===== src/rtl/hazard_fwd_ctrl_if.sv =====
// ----------------------------------------------------------------------------
// hazard_fwd_ctrl_if
// Purpose : bundles the pipeline-side signals of the forwarding / hazard
//           controller. The pipeline (master) drives the stage register
//           addresses and control bits. The controller (slave) returns the
//           bypass selects, stall/flush, mult/div busy and stall statistics.
// Signals : stat_clr                          statistics clear
//           id_*  (rs, rt, use_rs, use_rt, is_br, is_sw, md, rd_hilo)
//           ex_*  (rs, rt, wr, regwrite, memtoreg, md_start)
//           mem_* (wr, rt, regwrite, memtoreg, memwrite)
//           wb_*  (wr, regwrite)
//           outputs: id_fwd1/2, ex_fwd_a/b (0 regfile, 1 MEM, 2 WB),
//           mem_fwd_wm, stall, ex_flush, md_busy, stall_cnt
// ----------------------------------------------------------------------------
interface hazard_fwd_ctrl_if #(
  parameter int AW    = 5,
  parameter int CNT_W = 16
);
  logic             stat_clr;
  logic [AW-1:0]    id_rs;
  logic [AW-1:0]    id_rt;
  logic             id_use_rs;
  logic             id_use_rt;
  logic             id_is_br;
  logic             id_is_sw;
  logic             id_md;
  logic             id_rd_hilo;
  logic [AW-1:0]    ex_rs;
  logic [AW-1:0]    ex_rt;
  logic [AW-1:0]    ex_wr;
  logic             ex_regwrite;
  logic             ex_memtoreg;
  logic             ex_md_start;
  logic [AW-1:0]    mem_wr;
  logic [AW-1:0]    mem_rt;
  logic             mem_regwrite;
  logic             mem_memtoreg;
  logic             mem_memwrite;
  logic [AW-1:0]    wb_wr;
  logic             wb_regwrite;
  logic [1:0]       id_fwd1;
  logic [1:0]       id_fwd2;
  logic [1:0]       ex_fwd_a;
  logic [1:0]       ex_fwd_b;
  logic             mem_fwd_wm;
  logic             stall;
  logic             ex_flush;
  logic             md_busy;
  logic [CNT_W-1:0] stall_cnt;

  modport master (
    output stat_clr, id_rs, id_rt, id_use_rs, id_use_rt, id_is_br, id_is_sw,
           id_md, id_rd_hilo, ex_rs, ex_rt, ex_wr, ex_regwrite, ex_memtoreg,
           ex_md_start, mem_wr, mem_rt, mem_regwrite, mem_memtoreg,
           mem_memwrite, wb_wr, wb_regwrite,
    input  id_fwd1, id_fwd2, ex_fwd_a, ex_fwd_b, mem_fwd_wm, stall, ex_flush,
           md_busy, stall_cnt
  );

  modport slave (
    input  stat_clr, id_rs, id_rt, id_use_rs, id_use_rt, id_is_br, id_is_sw,
           id_md, id_rd_hilo, ex_rs, ex_rt, ex_wr, ex_regwrite, ex_memtoreg,
           ex_md_start, mem_wr, mem_rt, mem_regwrite, mem_memtoreg,
           mem_memwrite, wb_wr, wb_regwrite,
    output id_fwd1, id_fwd2, ex_fwd_a, ex_fwd_b, mem_fwd_wm, stall, ex_flush,
           md_busy, stall_cnt
  );
endinterface


===== src/rtl/hazard_fwd_ctrl.sv =====
// ----------------------------------------------------------------------------
// hazard_fwd_ctrl
// Purpose : forwarding and hazard controller for a 5-stage MIPS pipeline.
//           Selects bypass sources for ID (branch/jr compare), EX (ALU
//           operands) and MEM (sw data). Detects load-use, branch and
//           mult/div hazards. Tracks the multi-cycle mult/div unit with a
//           latency counter and keeps a saturating stalled-cycle counter.
// Ports   : clk  rising-edge clock
//           rst  synchronous active-high reset
//           bus  hazard_fwd_ctrl_if.slave (pipeline stage info in,
//                bypass selects / stall / flush / md_busy / stall_cnt out)
// Params  : AW     register address width (address 0 is hardwired zero)
//           MD_LAT mult/div busy cycles after start (1..15)
//           CNT_W  width of the stall statistics counter
// ----------------------------------------------------------------------------
module hazard_fwd_ctrl #(
  parameter int AW     = 5,
  parameter int MD_LAT = 4,
  parameter int CNT_W  = 16
) (
  input  logic               clk,
  input  logic               rst,
  hazard_fwd_ctrl_if.slave   bus
);

  localparam logic [3:0] MD_LOAD = 4'(MD_LAT);

  logic [3:0]       r_md_cnt;
  logic [CNT_W-1:0] r_stall_cnt;

  // A producer can only be matched if it writes a real register.
  logic w_ex_prod;
  logic w_mem_prod;
  logic w_wb_prod;
  assign w_ex_prod  = bus.ex_regwrite  && (bus.ex_wr  != '0);
  assign w_mem_prod = bus.mem_regwrite && (bus.mem_wr != '0);
  assign w_wb_prod  = bus.wb_regwrite  && (bus.wb_wr  != '0);

  // Source operands indexed 0 = rs, 1 = rt.
  logic [AW-1:0] w_id_src [2];
  logic [AW-1:0] w_ex_src [2];
  logic          w_id_use [2];
  logic          w_lu_use [2];
  logic [1:0]    w_id_fwd [2];
  logic [1:0]    w_ex_fwd [2];
  logic          w_lu_hit [2];
  logic          w_br_hit [2];

  // A plain sw only needs rt at MEM, where it can still be bypassed from WB,
  // so its rt does not create a load-use hazard.
  logic w_rt_data_only;
  assign w_rt_data_only = bus.id_is_sw && !bus.id_is_br;

  assign w_id_src[0] = bus.id_rs;
  assign w_id_src[1] = bus.id_rt;
  assign w_ex_src[0] = bus.ex_rs;
  assign w_ex_src[1] = bus.ex_rt;
  assign w_id_use[0] = bus.id_use_rs;
  assign w_id_use[1] = bus.id_use_rt;
  assign w_lu_use[0] = bus.id_use_rs;
  assign w_lu_use[1] = bus.id_use_rt && !w_rt_data_only;

  genvar gi;
  generate
    for (gi = 0; gi < 2; gi++) begin : g_src
      logic w_ex_mem_hit;
      logic w_ex_wb_hit;
      logic w_id_ex_hit;
      logic w_id_mem_hit;
      logic w_id_wb_hit;

      assign w_ex_mem_hit = w_mem_prod && (bus.mem_wr == w_ex_src[gi]);
      assign w_ex_wb_hit  = w_wb_prod  && (bus.wb_wr  == w_ex_src[gi]);
      assign w_id_ex_hit  = w_ex_prod  && (bus.ex_wr  == w_id_src[gi]);
      assign w_id_mem_hit = w_mem_prod && (bus.mem_wr == w_id_src[gi]);
      assign w_id_wb_hit  = w_wb_prod  && (bus.wb_wr  == w_id_src[gi]);

      // A lw in MEM has no data yet, so it cannot bypass; fall back to WB.
      assign w_ex_fwd[gi] = (w_ex_mem_hit && !bus.mem_memtoreg) ? 2'd1 :
                            w_ex_wb_hit                         ? 2'd2 : 2'd0;

      assign w_id_fwd[gi] = !bus.id_is_br                       ? 2'd0 :
                            (w_id_mem_hit && !bus.mem_memtoreg) ? 2'd1 :
                            w_id_wb_hit                         ? 2'd2 : 2'd0;

      assign w_lu_hit[gi] = w_lu_use[gi] && w_id_ex_hit && bus.ex_memtoreg;

      // Branches resolve in ID: any EX producer, or a lw still in MEM,
      // is too late to bypass.
      assign w_br_hit[gi] = w_id_use[gi] &&
                            (w_id_ex_hit || (w_id_mem_hit && bus.mem_memtoreg));
    end
  endgenerate

  logic w_s_lu;
  logic w_s_br;
  logic w_s_md;
  logic w_md_busy;
  logic w_stall;

  assign w_md_busy = (r_md_cnt != 4'd0);
  assign w_s_lu    = w_lu_hit[0] || w_lu_hit[1];
  assign w_s_br    = bus.id_is_br && (w_br_hit[0] || w_br_hit[1]);
  assign w_s_md    = (bus.id_md || bus.id_rd_hilo) && (w_md_busy || bus.ex_md_start);
  assign w_stall   = w_s_lu || w_s_br || w_s_md;

  // Mult/div latency counter; a start while busy is ignored.
  always_ff @(posedge clk) begin
    if (rst) begin
      r_md_cnt <= 4'd0;
    end else if (!w_md_busy && bus.ex_md_start) begin
      r_md_cnt <= MD_LOAD;
    end else if (w_md_busy) begin
      r_md_cnt <= r_md_cnt - 4'd1;
    end
  end

  // Saturating stalled-cycle counter.
  always_ff @(posedge clk) begin
    if (rst) begin
      r_stall_cnt <= '0;
    end else if (bus.stat_clr) begin
      r_stall_cnt <= '0;
    end else if (w_stall && !(&r_stall_cnt)) begin
      r_stall_cnt <= r_stall_cnt + 1'b1;
    end
  end

  assign bus.id_fwd1    = w_id_fwd[0];
  assign bus.id_fwd2    = w_id_fwd[1];
  assign bus.ex_fwd_a   = w_ex_fwd[0];
  assign bus.ex_fwd_b   = w_ex_fwd[1];
  assign bus.mem_fwd_wm = bus.mem_memwrite && w_wb_prod && (bus.wb_wr == bus.mem_rt);
  assign bus.stall      = w_stall;
  assign bus.ex_flush   = w_stall;
  assign bus.md_busy    = w_md_busy;
  assign bus.stall_cnt  = r_stall_cnt;

endmodule

===== src/flat_wrapper.sv =====
// flat-port wrapper written by rule: the top's interface ports become plain ports
module hazard_fwd_ctrl_flat 
#(
  parameter int AW     = 5,
  parameter int MD_LAT = 4,
  parameter int CNT_W  = 16
)
  (clk, rst, bus_stat_clr, bus_id_rs, bus_id_rt, bus_id_use_rs, bus_id_use_rt, bus_id_is_br, bus_id_is_sw, bus_id_md, bus_id_rd_hilo, bus_ex_rs, bus_ex_rt, bus_ex_wr, bus_ex_regwrite, bus_ex_memtoreg, bus_ex_md_start, bus_mem_wr, bus_mem_rt, bus_mem_regwrite, bus_mem_memtoreg, bus_mem_memwrite, bus_wb_wr, bus_wb_regwrite, bus_id_fwd1, bus_id_fwd2, bus_ex_fwd_a, bus_ex_fwd_b, bus_mem_fwd_wm, bus_stall, bus_ex_flush, bus_md_busy, bus_stall_cnt);
  hazard_fwd_ctrl_if #(.AW(AW), .CNT_W(CNT_W)) bus_i ();
  input  logic clk;
  input  logic rst;
  input wire logic [$bits(bus_i.stat_clr)-1:0] bus_stat_clr;
  input wire logic [$bits(bus_i.id_rs)-1:0] bus_id_rs;
  input wire logic [$bits(bus_i.id_rt)-1:0] bus_id_rt;
  input wire logic [$bits(bus_i.id_use_rs)-1:0] bus_id_use_rs;
  input wire logic [$bits(bus_i.id_use_rt)-1:0] bus_id_use_rt;
  input wire logic [$bits(bus_i.id_is_br)-1:0] bus_id_is_br;
  input wire logic [$bits(bus_i.id_is_sw)-1:0] bus_id_is_sw;
  input wire logic [$bits(bus_i.id_md)-1:0] bus_id_md;
  input wire logic [$bits(bus_i.id_rd_hilo)-1:0] bus_id_rd_hilo;
  input wire logic [$bits(bus_i.ex_rs)-1:0] bus_ex_rs;
  input wire logic [$bits(bus_i.ex_rt)-1:0] bus_ex_rt;
  input wire logic [$bits(bus_i.ex_wr)-1:0] bus_ex_wr;
  input wire logic [$bits(bus_i.ex_regwrite)-1:0] bus_ex_regwrite;
  input wire logic [$bits(bus_i.ex_memtoreg)-1:0] bus_ex_memtoreg;
  input wire logic [$bits(bus_i.ex_md_start)-1:0] bus_ex_md_start;
  input wire logic [$bits(bus_i.mem_wr)-1:0] bus_mem_wr;
  input wire logic [$bits(bus_i.mem_rt)-1:0] bus_mem_rt;
  input wire logic [$bits(bus_i.mem_regwrite)-1:0] bus_mem_regwrite;
  input wire logic [$bits(bus_i.mem_memtoreg)-1:0] bus_mem_memtoreg;
  input wire logic [$bits(bus_i.mem_memwrite)-1:0] bus_mem_memwrite;
  input wire logic [$bits(bus_i.wb_wr)-1:0] bus_wb_wr;
  input wire logic [$bits(bus_i.wb_regwrite)-1:0] bus_wb_regwrite;
  output wire logic [$bits(bus_i.id_fwd1)-1:0] bus_id_fwd1;
  output wire logic [$bits(bus_i.id_fwd2)-1:0] bus_id_fwd2;
  output wire logic [$bits(bus_i.ex_fwd_a)-1:0] bus_ex_fwd_a;
  output wire logic [$bits(bus_i.ex_fwd_b)-1:0] bus_ex_fwd_b;
  output wire logic [$bits(bus_i.mem_fwd_wm)-1:0] bus_mem_fwd_wm;
  output wire logic [$bits(bus_i.stall)-1:0] bus_stall;
  output wire logic [$bits(bus_i.ex_flush)-1:0] bus_ex_flush;
  output wire logic [$bits(bus_i.md_busy)-1:0] bus_md_busy;
  output wire logic [$bits(bus_i.stall_cnt)-1:0] bus_stall_cnt;
  assign bus_i.stat_clr = bus_stat_clr;
  assign bus_i.id_rs = bus_id_rs;
  assign bus_i.id_rt = bus_id_rt;
  assign bus_i.id_use_rs = bus_id_use_rs;
  assign bus_i.id_use_rt = bus_id_use_rt;
  assign bus_i.id_is_br = bus_id_is_br;
  assign bus_i.id_is_sw = bus_id_is_sw;
  assign bus_i.id_md = bus_id_md;
  assign bus_i.id_rd_hilo = bus_id_rd_hilo;
  assign bus_i.ex_rs = bus_ex_rs;
  assign bus_i.ex_rt = bus_ex_rt;
  assign bus_i.ex_wr = bus_ex_wr;
  assign bus_i.ex_regwrite = bus_ex_regwrite;
  assign bus_i.ex_memtoreg = bus_ex_memtoreg;
  assign bus_i.ex_md_start = bus_ex_md_start;
  assign bus_i.mem_wr = bus_mem_wr;
  assign bus_i.mem_rt = bus_mem_rt;
  assign bus_i.mem_regwrite = bus_mem_regwrite;
  assign bus_i.mem_memtoreg = bus_mem_memtoreg;
  assign bus_i.mem_memwrite = bus_mem_memwrite;
  assign bus_i.wb_wr = bus_wb_wr;
  assign bus_i.wb_regwrite = bus_wb_regwrite;
  assign bus_id_fwd1 = bus_i.id_fwd1;
  assign bus_id_fwd2 = bus_i.id_fwd2;
  assign bus_ex_fwd_a = bus_i.ex_fwd_a;
  assign bus_ex_fwd_b = bus_i.ex_fwd_b;
  assign bus_mem_fwd_wm = bus_i.mem_fwd_wm;
  assign bus_stall = bus_i.stall;
  assign bus_ex_flush = bus_i.ex_flush;
  assign bus_md_busy = bus_i.md_busy;
  assign bus_stall_cnt = bus_i.stall_cnt;
  hazard_fwd_ctrl #(.AW(AW), .MD_LAT(MD_LAT), .CNT_W(CNT_W)) u_core (.clk(clk), .rst(rst), .bus(bus_i));
endmodule

===== config.mk =====
export PLATFORM = sky130hd
export DESIGN_NAME = hazard_fwd_ctrl_flat
export DESIGN_NICKNAME = d
export VERILOG_FILES = /design/src/rtl/hazard_fwd_ctrl_if.sv /design/src/rtl/hazard_fwd_ctrl.sv /design/src/flat_wrapper.sv
export SDC_FILE = /design/constraint.sdc
export NUM_CORES = 1
export LEC_CHECK = 0
export ABC_AREA = 1
export CAP_MARGIN = 20
export CORE_MARGIN = 3
export CORE_UTILIZATION = 40
export CTS_BUF_LIST = sky130_fd_sc_hd__clkbuf_4 sky130_fd_sc_hd__clkbuf_8
export CTS_CLUSTER_DIAMETER = 30
export DETAILED_ROUTE_END_ITERATION = 10
export GPL_TIMING_DRIVEN = 1
export PLACE_DENSITY = 0.79
export REMOVE_ABC_BUFFERS = 1
export SLEW_MARGIN = 25
export SYNTH_ARGS = -nofsm -noshare
export SYNTH_HDL_FRONTEND = slang
export SYNTH_SLANG_ARGS = --single-unit

===== constraint.sdc =====
create_clock -name clk -period 1.55 [get_ports clk]
set_input_delay 0.2325 -clock clk [delete_from_list [all_inputs] [get_ports clk]]
set_output_delay 0.2325 -clock clk [all_outputs]
set_load 0.05 [all_outputs]

==> reports/qor.csv, run 1 <==
stage;metric;value;unit
clock_network;clk_pin_slew_worst_paths;0.08;ns
yosys;ys_seq_area_share;19.94;%
clock_network;cts_hold_buf;0;
critical_path;worstSetupPathType;in -> out;
placed_design;hpwl;6113;um
critical_path;crit_path_top_delay_cell;clkdlybuf4s50_1;
final_layout;nets;546;
routing;drtAntennaViolNets;0;
floorplan;rows;25;
routing;dr.pass1.iters;6;
power;switchingPower;1.401;mW
final_layout;fill_cells;163;
routing;drc_errors;0;
clock_network;clock_latency;0.28;ns
critical_path;cp_max_fo;4;
yosys;ys_ff_latch;20;
critical_path;worst_setup_path_end_kind;output port;
floorplan;core;4786;sq um
critical_path;cp-startpoint;bus_id_use_rt;
critical_path;cp.arrival;1.67;ns
power;swShare;41.80;%
clock_network;clkSinkCount;20;
power;power_frac_seq;18.3;%
critical_path;worstSetupStartpointType;input pin;
grt;track_usage;32.71;%
final_layout;fin_area;4443;sq um
routing;wl_per_cell;25.61;um
run;cap_viol_max_count;0;
critical_path;cp_cell_sequence;clkdlybuf4s50_1 -> a21boi_1 -> nand3_1 -> nand2_1 -> a21boi_4 -> nand2_4 -> buf_12;
grt;antenna_found_initial;1;
routing;wl;14190;um
power;finalPower;3.352;mW
power;vdd_drop_max;1191;uV
yosys;synth.distinct_cells;32;
critical_path;cp_slowest_stage_delay;0.54;ns
timing;final-hold-violation-count;0;
timing;slew_headroom;62.90;%
timing;rsz0062_at_grt;yes;
power;power-per-cell-area;754.5;nW/um^2
timing;worst_slack;-0.3486;ns
critical_path;critPathBufInv;2;
clock_network;cts_root_buffer;clkbuf_8;
yosys;syn_area_per_cell;6.256;sq um
critical_path;crit_required;1.32;ns
timing;worstMarginPinSlew;0.5522;ns
grt;grt_pass1_wl;15460;um
floorplan;ios;84;
clock_network;htree_levels;1;
timing;fin_crit;1.899;ns
power;intPower;1.951;mW
grt;grt_pass1_vias;3233;
placed_design;dp_worst_setup_slack;-0.6776;ns
power;leakagePower;1.972;nW
routing;routed_via_density;6.518;
floorplan;fp.dieH;76.86;um
timing;skew;0.005220;ns
power;clockPowerShare;16.7;%
critical_path;r2r_start;u_core.bus.stall_cnt[0];
placed_design;gp_congestion;0.8907;
placed_design;io_buffers;83;
floorplan;start_util;41.96;%
timing;fin_tns_setup;-6.037;ns
run_status;status;finished with violations;
placed_design;dpl_cell_area;3513;sq um
final_layout;final_common_cell;buf_4;
worst_hold_path;min_path_type;reg -> reg;
worst_hold_path;min_from;u_core.r_md_cnt[1];
timing;fin_hold_ws;0.4826;ns
yosys;syn_inst;321;
timing;fmax;526.7;MHz
timing;fin_crit_sh;122.5;%
final_layout;synthToLayoutAreaGrowth;121.2;%
power;combPwrFrac;65.0;%
grt;grt_start_max_net_pins;17;
clock_network;numCtsBuffers;3;
final_layout;fin_util;92.84;%
yosys;ys_warn_count;0;
final_layout;final_cell_mix;buf_4, nand2_1, nor2_1;
timing;setup_viol;31;
floorplan;die-area;5907;sq um
critical_path;cpLargestDelayFamily;buffers and inverters;
grt;grt_overflow_total;0;
placed_design;dpl.cell_count;522;
floorplan;dieWidth;76.86;um
clock_network;cts_buffer_depth;2;
timing;drv_slew;0;
final_layout;drive_gt1_share;59.05;%
yosys;syn_area;2008;sq um
routing;drtIter0Drc;499;
run_status;violations;setup timing;
routing;vias;3611;
final_layout;layout.cells.non_filler;554;
clock_network;cts_tree;done;
## layout make-up
type / count / area, sq um / area share (%)
Multi-Input combinational cell: 253 / 2026 / 45.59
Timing Repair Buffer: 171 / 1690 / 38.05
Sequential cell: 20 / 419.2 / 9.434
Inverter: 38 / 150.1 / 3.379
Tap cell: 67 / 83.83 / 1.887
Clock buffer: 3 / 41.29 / 0.9293
Clock inverter: 1 / 30.03 / 0.6759
Antenna cell: 1 / 2.502 / 0.05632
## state kept, by name, summed over array words and instances (netlist names)
register	count
u_core.bus.stall_cnt	16
u_core.r_md_cnt	4
## power groups by stage
stage          clock [mW]  combinational [mW]  sequential (mW)
2_1_floorplan           0               0.613            0.639
3_3_place_gp            0                1.34            0.601
3_5_place_dp            0                1.38            0.602
4_1_cts             0.533                1.74            0.601
5_1_grt             0.575                2.24            0.614
6_report            0.560                2.18            0.613
## final timing paths
| kind | end | slack [ns] | cells after the start |
|---|---|---|---|
| worst min-delay path | u_core.r_md_cnt[1] | 0.48 | 2 |
| worst max-delay path | bus_ex_flush | -0.35 | 7 |
| worst max register to register | u_core.bus.stall_cnt[8] | -0.33 | 11 |
| worst min register to register | u_core.r_md_cnt[1] | 0.48 | 2 |
## Yosys cell counts, drive strengths merged
master	instances	area share, %
a2111oi	1	0.44
a211oi	2	0.75
a21boi	2	0.93
a21oi	20	5.0
and3	1	0.31
buf	6	2.9
clkbuf	4	0.75
dfxtp	20	20
ha	3	1.9
inv	38	7.1
nand2	64	13
nand3	40	11
nand3b	1	0.37
nand4	4	1.2
nor2	47	9.4
nor3	8	2.2
nor4	5	1.6
o2111ai	1	0.44
o21ai	9	2.2
o22ai	2	0.62
or2	2	0.62
xnor2	22	9.6
xor2	19	8.3
## cell families after synthesis
logic type                 after synthesis  share of synthesized area (%)
adders and majority gates                3                          1.869
buffers and inverters                   48                          10.72
DFF                                     20                          19.94
xor gates and xnor gates                41                          17.88
AOI/OAI and AO/OA                       37                          10.40
and+or+nand+nor                        172                          39.19
## tightest hold or removal path: cells and delay by family, from the launching register on
family,cells,cell delay [ns]
AO/OA/AOI/OAI,1,0.06
flip-flops,1,0.33
AND/OR/NAND/NOR,1,0.06
## metal layers
metal | share of wire [%] | wire length (um) | GRT usage [%] | vias to the layer above
met4 | 12 | 1678 | 19.02 | 0
met2 | 44 | 6312 | 59.67 | 413
met5 | 0 | 0 | 0 | -
met1 | 32 | 4529 | 34.91 | 1622
li1 | - | - | - | 1380
met3 | 12 | 1666 | 5.869 | 196
## repair_timing
action | 4_1_cts | 5_1_grt
gates cloned | 1 | 1
pin swaps | 37 | 57
gates resized for setup | 217 | 118
buffers inserted | 20 | 10
endpoints found under the setup margin | 27 | 30
(Power assumes the default switching activity.)
==> run 2: changes to the inputs <==
--- a/config.mk
+++ b/config.mk
@@ -15,7 +15,6 @@
 export GPL_TIMING_DRIVEN = 1
 export PLACE_DENSITY = 0.79
 export REMOVE_ABC_BUFFERS = 1
-export SLEW_MARGIN = 25
 export SYNTH_ARGS = -nofsm -noshare
 export SYNTH_HDL_FRONTEND = slang
 export SYNTH_SLANG_ARGS = --single-unit
==> results of run 2 <==
No change in the layout: final DEF, timing and power equal those of run 1.
==> run 3: changes to the inputs <==
==> constraint.sdc (replaced) <==
create_clock -name clk -period 1.6 [get_ports clk]
set_input_delay 0.24 -clock clk [delete_from_list [all_inputs] [get_ports clk]]
set_output_delay 0.24 -clock clk [all_outputs]
set_load 0.05 [all_outputs]
==> run 3 against run 2 <==
Net effect:
- the flow still finishes with violations (setup timing)
- sequential share of layout area grew 1.2 points
- register-to-register slack gained 0.22 ns
- total power shrank 19%
- combinational power shrank 26%
==> reports/qor.csv, run 3 (synthesis gave the netlist of run 1 again) <==
stage;metric;value;unit
critical_path;rr_worst_depth;10;
critical_path;cp.arrival;1.60;ns
timing;fmax;542.5;MHz
worst_hold_path;min_path_type;reg -> reg;
critical_path;worst-r2r-setup-slack;-0.11;ns
floorplan;start_util;41.96;%
grt;grt_start_max_net_pins;17;
timing;fin_crit;1.843;ns
grt;track_usage;27.74;%
clock_network;cts_buffer_depth;2;
run_status;status;finished with violations;
critical_path;r2r_start;u_core.r_md_cnt[0];
placed_design;hpwl;5786;um
grt;grt_pass1_vias;2808;
final_layout;nets;524;
clock_network;clkSinkCount;20;
routing;routed_via_density;5.323;
timing;fin_tns_setup;-3.192;ns
critical_path;cp_slowest_stage_delay;0.22;ns
worst_hold_path;hold_end;u_core.r_md_cnt[1];
routing;drtIter0Drc;207;
timing;fin_hold_ws;0.4801;ns
grt;antenna_found_initial;1;
floorplan;core;4786;sq um
clock_network;cts_tree;done;
timing;slew_headroom;66.30;%
clock_network;clk_pin_slew_worst_paths;0.07;ns
run;cap_viol_max_count;0;
critical_path;cp_max_fo;3;
final_layout;fill_cells;291;
final_layout;synthToLayoutAreaGrowth;90.53;%
floorplan;die-area;5907;sq um
final_layout;drive_gt1_share;46.55;%
final_layout;final_common_cell;buf_4;
worst_hold_path;min_from;u_core.r_md_cnt[1];
final_layout;final_cell_mix;buf_4, nand2_1, nor2_1;
grt;grt_pass1_wl;13420;um
routing;drtAntennaViolNets;0;
critical_path;cpMostUsedCell;nand2_1;
floorplan;ios;84;
clock_network;cts_hold_buf;0;
timing;worst_slack;-0.2434;ns
timing;setup_viol;23;
power;power-per-cell-area;711.2;nW/um^2
critical_path;worst_setup_path_end_kind;output port;
run_status;violations;setup timing;
critical_path;worstSetupStartpointType;input pin;
timing;final-hold-violation-count;0;
power;leakagePower;1.729;nW
critical_path;crit_path_top_delay_cell;clkdlybuf4s15_2;
clock_network;cts_root_buffer;clkbuf_8;
routing;wl;8839;um
routing;vias;2832;
clock_network;clock_latency;0.26;ns
placed_design;gp_congestion;0.8743;
final_layout;largest_reg_flops;16;
timing;fin_crit_sh;115.2;%
critical_path;cp_cell_sequence;clkdlybuf4s15_2 -> inv_2 -> nand2_1 -> nand2_1 -> nand3_1 -> nor2_4 -> nand3_1 -> nand2_1 -> inv_1 -> nand2_1 -> nand2_2 -> nand2_4 -> buf_12;
timing;rsz0062_at_grt;yes;
grt;grt_overflow_total;0;
timing;skew;0.009481;ns
floorplan;fp.dieH;76.86;um
routing;drc_errors;0;
timing;drv_slew;0;
clock_network;htree_levels;1;
floorplan;rows;25;
power;vdd_drop_max;1005;uV
critical_path;r2r-end;u_core.bus.stall_cnt[10];
routing;dr.pass1.iters;5;
placed_design;io_buffers;83;
floorplan;dieWidth;76.86;um
worst_hold_path;hold_depth;2;
routing;wl_per_cell;16.61;um
critical_path;crit_required;1.36;ns
clock_network;numCtsBuffers;3;
critical_path;worstSetupPathType;in -> out;
timing;worstMarginPinSlew;0.5008;ns
-- run 3: cell count changes in the layout (fill, tap and decap cells not counted), moves of 5 or more --
cell | before | now
clkbuf_2 | 10 | 5
nor2_1 | 30 | 35
nand2_1 | 48 | 56
nand3_2 | 20 | 10
buf_12 | 24 | 13
buf_4 | 86 | 75
a21oi_1 | 3 | 10
dlygate4sd2_1 | 7 | 12
nor2_4 | 8 | 3
nand3_1 | 16 | 29
a21oi_4 | 5 | 0
-- run 3: what timing repair did --
action	in CTS	in global routing
pin swaps	32	31
buffers inserted	14	3
hold endpoints to repair	0	0
gates resized for setup	165	76
gates cloned	0	0
endpoints found under the setup margin	27	30
-- run 3: layer usage --
layer / vias to the layer above / track usage [%] / part of all wire [%]
met1: 1325 / 32.50 / 39
li1: 1324 / - / -
met3: 39 / 4.460 / 7.4
met4: 0 / 13.04 / 4.6
met5: - / 0 / 0
met2: 144 / 48.95 / 49
-- run 3: report_power, final --
part / internal (mW) / switching (mW)
Sequential: 0.548 / 0.0353
Clock: 0.334 / 0.181
Combinational: 0.791 / 0.832
-- run 3: layout make-up --
type                    count  area, sq um  share of cell area, %
clock buffers               3        41.29                  1.079
inverters                  38        150.1                  3.924
well taps                  67        83.83                  2.191
diodes                      1        2.502                0.06540
flip-flops and latches     20        405.4                  10.60
multi-input cells         253         1724                  45.06
clock inverters             1        30.03                 0.7848
repair buffers            149         1389                  36.30
-- run 3: worst max path at each step --
stage | cells past startpoint | end | startpoint | slack (ns)
2_1_floorplan | 5 | bus_ex_fwd_b[1] | bus_mem_wr[0] | -1.39
3_3_place_gp | 15 | u_core.bus.stall_cnt[1] | bus_mem_wr[3] | -0.52
3_5_place_dp | 15 | u_core.bus.stall_cnt[4] | bus_mem_wr[3] | -0.58
4_1_cts | 7 | bus_stall | u_core.r_md_cnt[1] | -0.15
5_1_grt | 17 | u_core.bus.stall_cnt[10] | bus_id_rs[0] | -0.30
6_report | 13 | bus_stall | bus_id_rs[0] | -0.24
-- run 3: stage by stage --
stage                     worst slack (ns)  area (sq um)  instances  total power [mW]  util (%)
final                              -0.2434          3826        532             2.721     79.95
after global routing               -0.2955          3826        532             2.881     79.95
after CTS                          -0.1494          3661        531             2.623     76.50
after detailed placement           -0.5773          3346        513             1.894     69.91
after global placement             -0.5198          3346        513             1.857     69.91
after floorplan                     -1.386          1936        311             1.213         -
-- run 3: worst max-delay path, delay by kind of cell --
family,cells,cell delay [ns]
AND/OR/NAND/NOR,9,0.87
buffers and inverters,4,0.48
